## config.mk

```make
export PLATFORM = sky130hd
export DESIGN_NAME = result_tx_flat
export DESIGN_NICKNAME = d
export VERILOG_FILES = /design/src/rtl/result_tx_if.sv /design/src/rtl/result_tx.sv /design/src/flat_wrapper.sv
export SDC_FILE = /design/constraint.sdc
export NUM_CORES = 1
export LEC_CHECK = 0
export BUFFER_PORTS_ARGS = -buffer_cell sky130_fd_sc_hd__buf_4
export CAP_MARGIN = 20
export CORE_MARGIN = 2
export CORE_UTILIZATION = 51
export CTS_CLUSTER_SIZE = 16
export DETAILED_ROUTE_END_ITERATION = 16
export PLACE_DENSITY = 0.81
export SYNTH_ARGS = -nofsm -noshare
export SYNTH_HDL_FRONTEND = slang
export SYNTH_SLANG_ARGS = --single-unit
export TNS_END_PERCENT = 100
```

## constraint.sdc

```tcl
create_clock -name clk -period 1.9 [get_ports clk]
set_input_delay 0.19 -clock clk [delete_from_list [all_inputs] [get_ports clk]]
set_output_delay 0.19 -clock clk [all_outputs]
set_load 0.02 [all_outputs]
```

## src/rtl/result_tx_if.sv

```systemverilog
// Handshake and serial-line bundle between a result producer and the
// result_tx UART reporter.
interface result_tx_if #(
  parameter int NB_RES = 8
);
  logic              start;
  logic [5:0]        op;
  logic [NB_RES-1:0] res;
  logic              tx;
  logic              busy;
  logic              done;

  // start is level-sampled: a transfer is accepted on any edge where the
  // block is idle and start=1; busy stays high until the edge that pulses done.
  modport master (output start, output op, output res,
                  input  tx,    input  busy, input done);
  modport slave  (input  start, input  op,   input res,
                  output tx,    output busy, output done);
endinterface

```

## src/rtl/result_tx.sv

```systemverilog
// Serialises one opcode/result pair as two back-to-back 8N1 UART frames:
// frame 0 carries {2'b00, op}, frame 1 carries res.
module result_tx #(
  parameter int CLKS_PER_BIT = 868,
  parameter int NB_RES       = 8
) (
  input  logic        clk,
  input  logic        rst,
  result_tx_if.slave  bus,
  output logic [1:0]  dbg_state
);

  typedef enum logic [1:0] {
    IDLE  = 2'd0,
    START = 2'd1,
    DATA  = 2'd2,
    STOP  = 2'd3
  } state_t;

  localparam int             BW        = (CLKS_PER_BIT > 1) ? $clog2(CLKS_PER_BIT) : 1;
  localparam logic [BW-1:0]  BAUD_LAST = BW'(CLKS_PER_BIT - 1);

  state_t            state_q, state_n;
  logic              frame_q, frame_n;
  logic [BW-1:0]     baud_q, baud_n;
  logic [2:0]        bit_q, bit_n;
  logic [5:0]        op_q, op_n;
  logic [NB_RES-1:0] res_q, res_n;
  logic              tx_q, tx_n;
  logic              busy_q, busy_n;
  logic              done_q, done_n;

  logic [NB_RES-1:0] payload;
  logic              bit_end;
  logic [2:0]        bit_inc;

  // Payload is built only from the latched copies so bus changes mid-transfer
  // cannot leak onto the line.
  assign payload = frame_q ? res_q : {{(NB_RES-6){1'b0}}, op_q};
  assign bit_end = (baud_q == BAUD_LAST);
  assign bit_inc = bit_q + 3'd1;

  always_comb begin
    state_n = state_q;
    frame_n = frame_q;
    baud_n  = baud_q;
    bit_n   = bit_q;
    op_n    = op_q;
    res_n   = res_q;
    tx_n    = tx_q;
    busy_n  = busy_q;
    done_n  = 1'b0;

    case (state_q)
      IDLE: begin
        tx_n   = 1'b1;
        busy_n = 1'b0;
        if (bus.start) begin
          op_n    = bus.op;
          res_n   = bus.res;
          frame_n = 1'b0;
          baud_n  = '0;
          bit_n   = '0;
          tx_n    = 1'b0;
          busy_n  = 1'b1;
          state_n = START;
        end
      end

      START: begin
        if (bit_end) begin
          baud_n  = '0;
          bit_n   = '0;
          tx_n    = payload[0];
          state_n = DATA;
        end else begin
          baud_n = baud_q + BW'(1);
        end
      end

      DATA: begin
        if (bit_end) begin
          baud_n = '0;
          if (bit_q == 3'd7) begin
            bit_n   = '0;
            tx_n    = 1'b1;
            state_n = STOP;
          end else begin
            bit_n = bit_inc;
            tx_n  = payload[bit_inc];
          end
        end else begin
          baud_n = baud_q + BW'(1);
        end
      end

      STOP: begin
        if (bit_end) begin
          baud_n = '0;
          if (!frame_q) begin
            // Result frame follows the opcode frame with no idle gap.
            frame_n = 1'b1;
            tx_n    = 1'b0;
            state_n = START;
          end else begin
            frame_n = 1'b0;
            tx_n    = 1'b1;
            busy_n  = 1'b0;
            done_n  = 1'b1;
            state_n = IDLE;
          end
        end else begin
          baud_n = baud_q + BW'(1);
        end
      end

      default: begin
        state_n = IDLE;
        tx_n    = 1'b1;
        busy_n  = 1'b0;
      end
    endcase
  end

  always_ff @(posedge clk) begin
    if (rst) begin
      state_q <= IDLE;
      frame_q <= 1'b0;
      baud_q  <= '0;
      bit_q   <= '0;
      op_q    <= '0;
      res_q   <= '0;
      tx_q    <= 1'b1;
      busy_q  <= 1'b0;
      done_q  <= 1'b0;
    end else begin
      state_q <= state_n;
      frame_q <= frame_n;
      baud_q  <= baud_n;
      bit_q   <= bit_n;
      op_q    <= op_n;
      res_q   <= res_n;
      tx_q    <= tx_n;
      busy_q  <= busy_n;
      done_q  <= done_n;
    end
  end

  assign bus.tx    = tx_q;
  assign bus.busy  = busy_q;
  assign bus.done  = done_q;
  assign dbg_state = state_q;

endmodule

```

## src/flat_wrapper.sv

```systemverilog
// flat-port wrapper written by rule: the top's interface ports become plain ports
module result_tx_flat 
#(
  parameter int CLKS_PER_BIT = 868,
  parameter int NB_RES       = 8
)
  (clk, rst, dbg_state, bus_start, bus_op, bus_res, bus_tx, bus_busy, bus_done);
  result_tx_if #(.NB_RES(NB_RES)) bus_i ();
  input  logic clk;
  input  logic rst;
  output logic [1:0] dbg_state;
  input wire logic [$bits(bus_i.start)-1:0] bus_start;
  input wire logic [$bits(bus_i.op)-1:0] bus_op;
  input wire logic [$bits(bus_i.res)-1:0] bus_res;
  output wire logic [$bits(bus_i.tx)-1:0] bus_tx;
  output wire logic [$bits(bus_i.busy)-1:0] bus_busy;
  output wire logic [$bits(bus_i.done)-1:0] bus_done;
  assign bus_i.start = bus_start;
  assign bus_i.op = bus_op;
  assign bus_i.res = bus_res;
  assign bus_tx = bus_i.tx;
  assign bus_busy = bus_i.busy;
  assign bus_done = bus_i.done;
  result_tx #(.CLKS_PER_BIT(CLKS_PER_BIT), .NB_RES(NB_RES)) u_core (.clk(clk), .rst(rst), .bus(bus_i), .dbg_state(dbg_state));
endmodule
```

==> metrics.cfg <==
[outcome]
outcome = finished clean

[route]
routed-via-count = 1390
drt-total-wl_um = 3217
drc = 0
wl_per_cell_um = 11.70
vias_per_cell = 5.055
drt_first_pass_iters = 4
drtAntennaViolNets = 0
drtIter0Drc = 46

[synthesis]
ys_seq_elements = 33
synth_compound_area_share_pct = 12.60
yosysMostFrequentCell = nand2_1
synthAdderAreaFrac_pct = 6.144
yosysTopAreaCell = dfxtp_1
synth.area.top_cells = dfxtp_1 (41%), nand2_1 (9.7%), a21oi_1 (6.5%)
ys_async_sr_fraction_pct = 0
ys_warn_count = 0
synth_cell_types = 36
syn_area_um2 = 1629
synth.net_count = 219
synth_xor_area_share_pct = 4.839
ys_seq_area_share_pct = 40.55
synth_top_family_by_area = simple AND/OR/NAND/NOR gates
ys_dominant_reg_cell = dfxtp_1
synthTopCellsByCount = nand2_1 (42), dfxtp_1 (33), a21oi_1 (21), nor2_1 (17), mux2i_1 (9)
synth_top_area_share_pct = 40.55
postSynthCellCount = 194
syn_avg_cell_area_um2 = 8.397
synth_edf_count = 0
synthMuxAreaShare_pct = 6.912
synthSimpleGateAreaFrac_pct = 25.73

[setup_path]
start_kind = flop
cp.required_ps = 2160
critPathLaunch = u_core.dbg_state[0]
worstReg2RegStart = u_core.dbg_state[0]
cp_max_fo = 5
cp.arrival_ps = 2090
worst-setup-path-type = reg2reg
cp-end-kind = flop

[floorplan]
die_w_um = 60.52
die_area_um2 = 3662
num_io_pins = 22
core.rowCount = 20
dieHeight_um = 60.52
initial_utilization_pct = 53.36
coreArea_um2 = 3053

[layout]
drive_above_1_share_pct = 27.71
nFillCells = 253
regArea_um2 = 670.6
diodes = 0
fin_nets = 255
flow.area_growth_from_synthesis_pct = 26.50
multi_input_area_um2 = 945.9
stdcell_count = 275

[grt]
grt_use_total_pct = 20.54
grt_max_degree = 26
grt_pass1_vias = 1289
grt_pass1_wl_um = 5457
grt.overflow.total = 0
antenna_found_initial = 0

[min_path]
hp-start = bus_res[4]
hp-class = in2reg

[pwr]
p_leak_nw = 0.7980
ir_drop_mv = 0.8333
powerDensity_nw_per_um2 = 1215

[sta]
final.min_clock_period_ps = 1822
tightest_slew_ps = 484.0
final-setup-viol-count = 0
fmax_ghz = 0.5490
rsz0062_at_grt = yes
hold_viol_final = 0
slew_violations = 0
finClkSkew_ps = 10.90
slew_headroom_pct = 67.66
postLayoutSetupSlackWorst_ps = 78.41
fin_crit_sh_pct = 95.87

[clock_network]
cts_buffer_depth = 2
cts-root-buf = clkbuf_4
postCtsHoldBufs = 0
clkSlewWorstSetupHoldPaths_ps = 110
cts_htree_levels = 2
clock_sinks = 33
cts_tree = done
cts_buffers = 5
clk_latency_ps = 340

[placement]
port_buffers = 21
preCtsSetupSlack_ps = -2.093
place_congestion = 0.7596
dp.cells = 266
dp_hpwl_um = 2305

[run]
drv_cap = 0

## registers in the layout (all words and copies together) (netlist names)
signal,cells
u_core.bus.busy,1
u_core.bus.tx,1
u_core.res_q,8
u_core.baud_q,10
u_core.dbg_state,2
u_core.op_q,6
u_core.bus.done,1
u_core.bit_q,3
u_core.frame_q,1
## metrics by stage
stage	power [mW]	hold WS (ps)	area (um^2)	utilization [%]	TNS, ps
2_1_floorplan	1.567	326.0	1634	-	0
3_3_place_gp	1.871	438.0	1929	63.20	0
6_report	2.504	84.72	2061	67.50	0
5_1_grt	2.698	44.71	2061	67.50	-81.75
3_5_place_dp	1.896	450.1	1929	63.20	-2.093
4_1_cts	2.451	75.10	2018	66.11	0
## layer usage
layer  part of all wire (%)  global-route usage, %  vias up  wire, um
met5                      0                      0        -         0
met4                    2.3                  9.938        0        73
met3                    6.0                  8.955        8       193
met2                     45                  30.59       34      1461
met1                     46                  25.60      614      1489
li1                       -                      -      734         -
## final cells by class
class                   instances  share of cell area (%)
well taps                      44                   2.672
clock buffers                   6                   2.489
repair buffers                 38                   13.84
multi-input cells             148                   45.90
clock inverters                 2                   1.821
flip-flops and latches         33                   32.54
inverters                       4                  0.7286
## cells by family (layout without fill, tap and decap cells)
family / count (synthesis) / count (layout)
multiplexers: 10 / 10
AO/OA/AOI/OAI: 34 / 34
adder cells (fa/ha/maj): 8 / 8
flip-flops: 33 / 33
buffers and inverters: 13 / 50
AND/OR/NAND/NOR: 87 / 87
XOR/XNOR: 9 / 9
## what timing repair did
action                     in CTS  in global routing
cloned                          0                  0
setup endpoints to repair       1                  4
gates resized for setup         0                 10
pin swaps                       1                  3
hold endpoints to repair        0                  0
buffers inserted                0                  1
## path summary, 6_finish.rpt
| kind | end | slack (ps) | cells past startpoint |
|---|---|---|---|
| worst max-delay path | u_core.dbg_state[0] | 80 | 7 |
| worst min-delay path | u_core.res_q[4] | 80 | 3 |
| worst min register to register | u_core.res_q[7] | 460 | 2 |
| worst max register to register | u_core.dbg_state[0] | 80 | 7 |
## power breakdown
group / switching [mW] / internal, mW / leakage [nW] / total, mW
sequential: 0.0787 / 0.811 / 0.271 / 0.890
clock: 0.244 / 0.313 / 0.0445 / 0.557
combinational: 0.556 / 0.502 / 0.482 / 1.06
## layout by cell type, fill, tap and decap left out, drive strengths merged
cell / n
xor2: 4
clkbuf: 6
nor2b: 3
buf: 38
nand3: 1
nor3b: 2
mux4: 1
or3b: 1
xnor2: 5
nor3: 4
nand2b: 3
a221oi: 1
o21ai: 6
nor2: 17
ha: 8
o32ai: 2
dfxtp: 33
inv: 4
and3: 3
a31oi: 2
or3: 2
nand4: 3
nor4: 1
o31ai: 1
and2: 3
or4b: 1
clkinvlp: 1
nand2: 42
mux2i: 9
o31a: 1
nand4b: 1
a21oi: 21
bufinv: 1
## worst max-delay path, cell delays in order (launching register included)
cell and delay (ps):
dfxtp_4 380, inv_2 60, ha_1 200, or3_1 360, o31a_4 140, nor3_4 250
o21ai_2 90, a221oi_2 250
(Power assumes the default switching activity.)
